--- src/rtl/sdr_pkg.sv ---
// rtl/sdr_pkg.sv - shared SDR peripheral constants and types
package sdr_pkg;

  localparam int PHASE_W = 64;

  typedef enum logic [1:0] {
    IDLE   = 2'd0,
    SETTLE = 2'd1,
    GATE   = 2'd2
  } meter_state_t;

  // Last SETTLE count before entering GATE (three SETTLE cycles: 0,1,2).
  localparam logic [1:0] SETTLE_LAST = 2'd2;

endpackage

--- src/rtl/nco_freq_meter_if.sv ---
// rtl/nco_freq_meter_if.sv - measurement result channel with valid/ready handshake
interface nco_freq_meter_if #(
  parameter int GATE_LOG2 = 24
);
  import sdr_pkg::*;

  logic [PHASE_W-1:0] phase_inc_meas;
  logic [GATE_LOG2:0] edge_count;
  logic               meas_valid;
  logic               meas_ready;
  logic               overrun;

  modport master (
    output phase_inc_meas,
    output edge_count,
    output meas_valid,
    output overrun,
    input  meas_ready
  );

  modport slave (
    input  phase_inc_meas,
    input  edge_count,
    input  meas_valid,
    input  overrun,
    output meas_ready
  );

endinterface

--- src/rtl/sig_sync_edge.sv ---
// rtl/sig_sync_edge.sv - 2-FF synchronizer with rising-edge detect for async inputs
module sig_sync_edge (
  input  logic clk,
  input  logic rst_n,
  input  logic sig_in,
  output logic rise
);

  logic sync1;
  logic sync2;
  logic dly;

  always_ff @(posedge clk) begin
    if (!rst_n) begin
      sync1 <= 1'b0;
      sync2 <= 1'b0;
      dly   <= 1'b0;
    end else begin
      sync1 <= sig_in;
      sync2 <= sync1;
      dly   <= sync2;
    end
  end

  assign rise = sync2 & ~dly;

endmodule

--- src/rtl/nco_freq_meter.sv ---
// rtl/nco_freq_meter.sv - gated edge counter reporting frequency as an NCO tuning word
module nco_freq_meter
  import sdr_pkg::*;
#(
  parameter int GATE_LOG2 = 24
) (
  input  logic clk,
  input  logic rst_n,
  input  logic enable,
  input  logic sig_in,
  nco_freq_meter_if.master meas
);

  localparam int SHIFT = PHASE_W - GATE_LOG2;

  if (GATE_LOG2 < 4 || GATE_LOG2 > 63) begin : g_bad_gate
    $error("nco_freq_meter: GATE_LOG2 out of range 4..63");
  end

  meter_state_t         state;
  meter_state_t         state_nxt;
  logic [1:0]           settle_cnt;
  logic [GATE_LOG2-1:0] gate_cnt;
  logic [GATE_LOG2:0]   edge_acc;
  logic [GATE_LOG2:0]   edge_total;
  logic [PHASE_W-1:0]   phase_word;
  logic                 rise;
  logic                 gate_done;
  logic                 handshake;

  sig_sync_edge u_sync (
    .clk    (clk),
    .rst_n  (rst_n),
    .sig_in (sig_in),
    .rise   (rise)
  );

  // A rise on the terminal cycle still belongs to the gate that is ending.
  assign edge_total = edge_acc + (GATE_LOG2 + 1)'(rise);
  assign gate_done  = (state == GATE) && enable && (gate_cnt == '1);
  assign handshake  = meas.meas_valid && meas.meas_ready;
  assign phase_word = PHASE_W'(edge_total) << SHIFT;

  always_ff @(posedge clk) begin
    if (!rst_n) begin
      state <= IDLE;
    end else begin
      state <= state_nxt;
    end
  end

  always_comb begin
    state_nxt = state;
    case (state)
      IDLE:    if (enable) state_nxt = SETTLE;
      SETTLE:  if (settle_cnt == SETTLE_LAST) state_nxt = GATE;
      GATE:    state_nxt = GATE;
      default: state_nxt = IDLE;
    endcase
    if (!enable) state_nxt = IDLE;
  end

  // Gate counter wraps on terminal count so consecutive gates abut with no dead cycle.
  always_ff @(posedge clk) begin
    if (!rst_n) begin
      settle_cnt <= '0;
      gate_cnt   <= '0;
      edge_acc   <= '0;
    end else begin
      case (state)
        SETTLE: begin
          settle_cnt <= settle_cnt + 2'd1;
        end
        GATE: begin
          gate_cnt <= gate_cnt + GATE_LOG2'(1);
          edge_acc <= gate_done ? '0 : edge_total;
        end
        default: begin
          settle_cnt <= '0;
          gate_cnt   <= '0;
          edge_acc   <= '0;
        end
      endcase
    end
  end

  // A new result and a handshake in the same cycle: the new result stays valid, the old one is consumed.
  always_ff @(posedge clk) begin
    if (!rst_n) begin
      meas.phase_inc_meas <= '0;
      meas.edge_count     <= '0;
      meas.meas_valid     <= 1'b0;
      meas.overrun        <= 1'b0;
    end else if (gate_done) begin
      meas.phase_inc_meas <= phase_word;
      meas.edge_count     <= edge_total;
      meas.meas_valid     <= 1'b1;
      meas.overrun        <= (meas.overrun || meas.meas_valid) && !handshake;
    end else if (handshake) begin
      meas.meas_valid     <= 1'b0;
      meas.overrun        <= 1'b0;
    end
  end

endmodule

--- src/flat_wrapper.sv ---
// flat-port wrapper written by rule: the top's interface ports become plain ports
module nco_freq_meter_flat import sdr_pkg::*;
#(
  parameter int GATE_LOG2 = 24
)
  (clk, rst_n, enable, sig_in, meas_phase_inc_meas, meas_edge_count, meas_meas_valid, meas_overrun, meas_meas_ready);
  nco_freq_meter_if #(.GATE_LOG2(GATE_LOG2)) meas_i ();
  input  logic clk;
  input  logic rst_n;
  input  logic enable;
  input  logic sig_in;
  output wire logic [$bits(meas_i.phase_inc_meas)-1:0] meas_phase_inc_meas;
  output wire logic [$bits(meas_i.edge_count)-1:0] meas_edge_count;
  output wire logic [$bits(meas_i.meas_valid)-1:0] meas_meas_valid;
  output wire logic [$bits(meas_i.overrun)-1:0] meas_overrun;
  input wire logic [$bits(meas_i.meas_ready)-1:0] meas_meas_ready;
  assign meas_phase_inc_meas = meas_i.phase_inc_meas;
  assign meas_edge_count = meas_i.edge_count;
  assign meas_meas_valid = meas_i.meas_valid;
  assign meas_overrun = meas_i.overrun;
  assign meas_i.meas_ready = meas_meas_ready;
  nco_freq_meter #(.GATE_LOG2(GATE_LOG2)) u_core (.clk(clk), .rst_n(rst_n), .enable(enable), .sig_in(sig_in), .meas(meas_i));
endmodule
--- config.mk ---
export PLATFORM = sky130hd
export DESIGN_NAME = nco_freq_meter_flat
export DESIGN_NICKNAME = d
export VERILOG_FILES = /design/src/rtl/sdr_pkg.sv /design/src/rtl/nco_freq_meter_if.sv /design/src/rtl/sig_sync_edge.sv /design/src/rtl/nco_freq_meter.sv /design/src/flat_wrapper.sv
export SDC_FILE = /design/constraint.sdc
export NUM_CORES = 1
export LEC_CHECK = 0
export CAP_MARGIN = 0
export CORE_UTILIZATION = 40
export DETAILED_ROUTE_END_ITERATION = 6
export PLACE_DENSITY = 0.65
export SYNTH_ARGS = -nofsm -noshare
export SYNTH_HDL_FRONTEND = slang
export SYNTH_SLANG_ARGS = --single-unit
--- constraint.sdc ---
create_clock -name clk -period 2.6 [get_ports clk]
set_input_delay 0.65 -clock clk [delete_from_list [all_inputs] [get_ports clk]]
set_output_delay 0.65 -clock clk [all_outputs]
set_load 0.05 [all_outputs]
* Word level (Yosys, flattened, before mapping)
Index checks and enable logic that the tools add are counted.
Storage, ports and cells: flip-flop bits (word level) 107, bits of input ports 5, output and inout bits 91, logic and storage cells 39
Operators by class: $add $sub $neg 3, equality and inequality tests 5, muxes and demuxes 9, bitwise gates (word level) 2, reduce and logical (&&, ||, !) cells 9
Operators with widths (count):
- one-hot mux 25 bit (2 select lines) | 1
- one-hot mux 24 bit (2 select lines) | 1
- adder 25 x 1 -> 25 bit | 1
- 2-to-1 mux 25 bit | 1
- adder 24 x 1 -> 24 bit (second input constant) | 1
- == test 24 bit (second input constant) | 1
- one-hot mux 2 bit (3 select lines) | 1
- == test 2 bit (second input constant) | 2
- logical AND 1 bit | 4
- one-hot mux 2 bit (2 select lines) | 1
- 2-to-1 mux 1 bit | 3
- adder 2 x 1 -> 2 bit (second input constant) | 1
- == test 2 x 1 -> 1 bit (second input constant) | 1
- zero test 2 bit | 1
- 2-to-1 mux 2 bit | 1
- != test 2 x 1 -> 1 bit (second input constant) | 1
- AND reduction 2 bit | 1
- nonzero test 2 bit | 1
- bitwise AND 1 bit | 1
- zero test 1 bit | 1
- logical OR 1 bit | 1
- inverter 1 bit | 1

* Logic depth before layout (Yosys ltp)
word-level depth 5, gate-level depth with buffers 10, depth with buffers taken out 8

* By module
From an unflattened synthesis, not the netlist that was laid out.
Unflattened totals: cells, all modules 512, area total of the unflattened synthesis 4491.8 um2
By module, submodules not included:
- nco_freq_meter | times used 1, cells an instance 505, area an instance 4399.2 um2
- sig_sync_edge | times used 1, cells an instance 7, area an instance 92.6 um2

* Worst setup path after synthesis
OpenSTA, ideal clock, no wires.
path type register to register, from register u_core.u_sync.sync2, to register u_core.edge_acc[22], library setup time 0.075 ns, arrival 1.991 ns, data required time 2.525 ns, setup slack 0.534 ns, cell stages (with the launch flop) 9, cells stage by stage dfxtp_1 nor2b_1 ha_1 ha_1 nand3_1 nor2_1 nand4_1 or4_1 a31oi_1
Between the ends: cells in the longest elaborated chain, start to end 4
Ends and longest elaborated chain:
- from (decl) | line sig_sync_edge.sv:10 | logic sync2;
- from (signal assigned) | line sig_sync_edge.sv:20 | sync2 <= sync1;
- bitwise AND 1 bit | line sig_sync_edge.sv:25 | assign rise = sync2 & ~dly;
- adder 25 x 1 -> 25 bit | line nco_freq_meter.sv:39 | assign edge_total = edge_acc + (GATE_LOG2 + 1)'(rise);
- 2-to-1 mux 25 bit | line nco_freq_meter.sv:76 | edge_acc <= gate_done ? '0 : edge_total;
- one-hot mux 25 bit (2 select lines) | line nco_freq_meter.sv:70 | case (state)
- to (signal assigned) | line nco_freq_meter.sv:76
- to (decl) | line nco_freq_meter.sv:24 | logic [GATE_LOG2:0] edge_acc;
Every way passes these cells. A chain may end at the register's enable or synchronous reset.

* Worst setup path in the final report
from register u_core.meas.edge_count[11], to output port meas_edge_count[11]
RTL lines:
- from (decl) | line nco_freq_meter_if.sv:15 | output edge_count,
- from (signal assigned) | line nco_freq_meter.sv:96 | meas.edge_count <= edge_total;
- to (decl) | line flat_wrapper.sv:13 | output wire logic [$bits(meas_i.edge_count)-1:0] meas_edge_count;
No word-level cell between the ends.

==> impl_metrics.csv <==
group,metric,value,unit
layout,finalNonFillerCells,698,
sta,hold_viol,0,
placement,hpwl,6038,um
yosys,yosysWarnings,0,
die,die_x,108.0,um
worst_setup_path,path_class,"reg -> out",
sta,period_share,89.01,%
detailed_routing,vias,3555,
yosys,muxShareOfSynthArea,1.810,%
pwr,intPower,1.753,mW
worst_setup_path,rrSetupSlack,0.29,ns
yosys,synth_fa_ha_area_share,2.228,%
worst_hold_path,hold_path_class,"reg -> reg",
sta,worstMarginPinSlew,0.5061,ns
yosys,synth-simple-area-share,25.95,%
clock_tree,cts_buffers,9,
sta,relSlewSlack,66.15,%
yosys,netlist_area,4493,um^2
sta,timing.fmax,432.1,MHz
detailed_routing,drt-initial-drc-count,148,
die,num_rows,38,
worst_setup_path,crit_required,1.95,ns
grt,grt_pass1_vias,3225,
pwr,p_sw_share,27.18,%
placement,portBuffers,55,
die,start_util,41.27,%
detailed_routing,drc,0,
yosys,synth_seq_cells,83,
sta,rsz0062_at_grt,"false",
grt,grt_max_degree,51,
detailed_routing,vias_per_cell,5.093,
grt,grt_pass1_wl,15000,um
pwr,seqPwrFrac,53.1,%
clock_tree,clock-root-buffer,"clkbuf_8",
detailed_routing,drt_wl_total,8887,um
grt,antenna_found_initial,0,
pwr,vdd_drop_max,308.8,uV
yosys,avgSynthCellArea,8.462,um^2
yosys,synth_compound_area_share,9.774,%
pwr,power_density,475.1,nW/um^2
sta,drv_slew,0,
clock_tree,postCtsSetupRepairBufs,0,
sta,min_period,2.314,ns
yosys,synth_xor_area_share,7.797,%
worst_setup_path,cp_slowest_cell,"clkdlybuf4s50_1",
worst_hold_path,min_to,"u_core.u_sync.dly$_SDFF_PN0_",
job,max_cap_violations,0,
worst_setup_path,r2r-start,"u_core.u_sync.sync2$_SDFF_PN0_",
layout,drive_gt1_share,7.527,%
worst_setup_path,r2r-end,"u_core.edge_acc[22]$_SDFFE_PN0N_",
detailed_routing,dr.pass1.iters,4,
clock_tree,htree_levels,3,
worst_setup_path,cp_cell_sequence,"clkdlybuf4s50_1",
sta,finalSetupViolations,0,
worst_setup_path,setup.worst_path.end_class,"output port",
layout,area_growth,12.78,%
clock_tree,cts_buffer_depth,2,
worst_setup_path,cp_max_fo,3,
layout,nNetsFinal,566,
clock_tree,clk_latency,0.36,ns
yosys,ys.flop_type,"dfxtp_1",
worst_setup_path,worst-r2r-cell-count,9,
yosys,syn_inst,531,
worst_setup_path,cp.arrival,1.66,ns
worst_hold_path,hp-start,"u_core.u_sync.sync2$_SDFF_PN0_",
clock_tree,cts_resized,0,
layout,num_antenna_cells,0,
yosys,synth.yosys.seq_area_share,36.98,%
yosys,synth_edf_count,0,
status,status,"finished, final reports clean",
pwr,p_switching,0.6543,mW
placement,place.gp.congestion,0.7936,
clock_tree,path_clk_slew,0.09,ns
worst_setup_path,crit_family,"buffers and inverters",
worst_setup_path,critical_path.max_stage_delay,0.85,ns
grt,grt_usage,16.20,%
grt,gr-total-overflow,0,
yosys,synth_top_family_by_area,"simple AND/OR/NAND/NOR gates",
pwr,power_frac_comb,9.4,%
yosys,async_reset_ff_share,0,%
sta,fin_skew,0.01603,ns
sta,tns,0,ns
clock_tree,cts_num_sinks,83,
yosys,yosysTopAreaCell,"dfxtp_1",
die,die_h,108.0,um
yosys,synthDistinctLibCells,55,
worst_setup_path,crit_path_start_kind,"flip-flop",
die,core-area,10890,um^2
worst_hold_path,hold_depth,1,
worst_setup_path,crit_buf_inv,1,
clock_tree,cts_tree,"built",
yosys,synth_area_leaders,"dfxtp_1 (37%), buf_4 (11%), nand3_1 (5.2%), xor2_1 (4.7%), nor2_1 (3.7%)",
detailed_routing,avgRoutedWirePerCell,12.73,um
die,dieArea,11660,um^2
placement,post-place-cells,682,
layout,fin_util,46.54,%
pwr,leakagePower,1.798,nW
pwr,p_clk_share,37.5,%
yosys,yosysTopAreaCellShare,36.98,%
clock_tree,ctsHoldBuffers,0,
pwr,fin_total_pwr,2.408,mW
die,io_pins,96,
detailed_routing,ant_nets,0,
==> cell usage after synthesis, drive strengths merged, types with 15 or more instances <==
library cell,count
dfxtp,83
buf,75
nand3,47
nor2,44
nand2,31
nand4,25
xor2,24
clkbuf,22
o21ai,22
a21oi,21
xnor2,16
or4,15
==> worst max path at each step <==
stage	from	endpoint	cells past startpoint
after floorplan	u_core.u_sync.sync2$_SDFF_PN0_	u_core.edge_acc[22]$_SDFFE_PN0N_	8
after global placement	enable	u_core.edge_acc[10]$_SDFFE_PN0N_	7
after detailed placement	enable	u_core.edge_acc[2]$_SDFFE_PN0N_	7
after CTS	u_core.meas.edge_count[11]$_SDFFE_PN0P_	meas_edge_count[11]	1
after global routing	u_core.u_sync.sync2$_SDFF_PN0_	u_core.edge_acc[22]$_SDFFE_PN0N_	9
final	u_core.meas.edge_count[11]$_SDFFE_PN0P_	meas_edge_count[11]	1
==> cell families after synthesis <==
group / Yosys count
AO/OA/AOI/OAI: 72
XOR/XNOR: 40
adder cells (fa/ha/maj): 8
buffers and inverters: 105
flip-flops: 83
multiplexers: 8
other: 1
AND/OR/NAND/NOR: 214
==> flip-flops by register name, indices dropped and copies added (netlist names) <==
signal,flops
u_core.u_sync.sync2,1
u_core.gate_cnt,24
u_core.u_sync.dly,1
u_core.meas.meas_valid,1
u_core.settle_cnt,2
u_core.meas.edge_count,25
u_core.u_sync.sync1,1
u_core.state,2
u_core.meas.overrun,1
u_core.edge_acc,25
==> through the flow <==
stage	hold slack, ns	worst slack [ns]	instance area, um^2
final	0.4543	0.2857	5067
after global routing	0.4668	0.09878	5067
after CTS	0.4587	0.2698	5067
after detailed placement	0.4387	0.08914	4882
after global placement	0.4252	0.1013	4882
after floorplan	0.4119	0.5344	4639
==> routing by layer <==
metal	vias up	global-route usage, %	routed length (um)
met5	-	0	0
met4	0	6.751	160
met3	11	4.099	384
met2	83	27.16	4259
met1	1655	19.64	4083
li1	1806	-	-
==> cell type report <==
| class | count | area [um^2] |
|---|---|---|
| clock buffer | 11 | 131.4 |
| clock inverter | 5 | 53.80 |
| fill | 1086 | 5821 |
| inverter | 7 | 26.28 |
| multi-input combinational | 382 | 2293 |
| sequential | 83 | 1662 |
| tap | 140 | 175.2 |
| timing repair buffer | 70 | 725.7 |
==> placed cells by master (no fill, tap or decap), types with 4 or more instances in the layout <==
| master | netlist | layout |
|---|---|---|
| or3_1 | 4 | 4 |
| clkdlybuf4s50_1 | 0 | 55 |
| nor2b_1 | 6 | 6 |
| or4_1 | 14 | 14 |
| xor2_1 | 24 | 24 |
| a21oi_1 | 21 | 21 |
| xnor2_1 | 16 | 16 |
| o31ai_1 | 4 | 4 |
| and2_1 | 5 | 5 |
| nor2_1 | 44 | 44 |
| o21ai_0 | 21 | 21 |
| nand3_1 | 47 | 47 |
| buf_12 | 0 | 5 |
| nor4_1 | 4 | 4 |
| a211oi_1 | 5 | 5 |
| conb_1 | 1 | 40 |
| ha_1 | 8 | 8 |
| dfxtp_1 | 83 | 83 |
| mux2i_1 | 7 | 7 |
| and4_1 | 5 | 5 |
| inv_1 | 7 | 7 |
| clkbuf_8 | 2 | 9 |
| nand4_1 | 24 | 24 |
| a31oi_1 | 6 | 6 |
| nor3_1 | 5 | 5 |
| and3_1 | 8 | 8 |
| buf_4 | 68 | 10 |
| nand2_1 | 31 | 31 |
==> power groups by stage <==
| stage | Sequential (mW) | Clock [mW] | Combinational (mW) |
|---|---|---|---|
| floorplan | 1.31 | 0 | 0.236 |
| detailed placement | 1.31 | 0 | 0.226 |
| finish | 1.28 | 0.902 | 0.226 |
| global route | 1.28 | 0.986 | 0.241 |
| CTS | 1.28 | 0.937 | 0.226 |
| global placement | 1.31 | 0 | 0.223 |
Power figures use the tool's default switching activity.
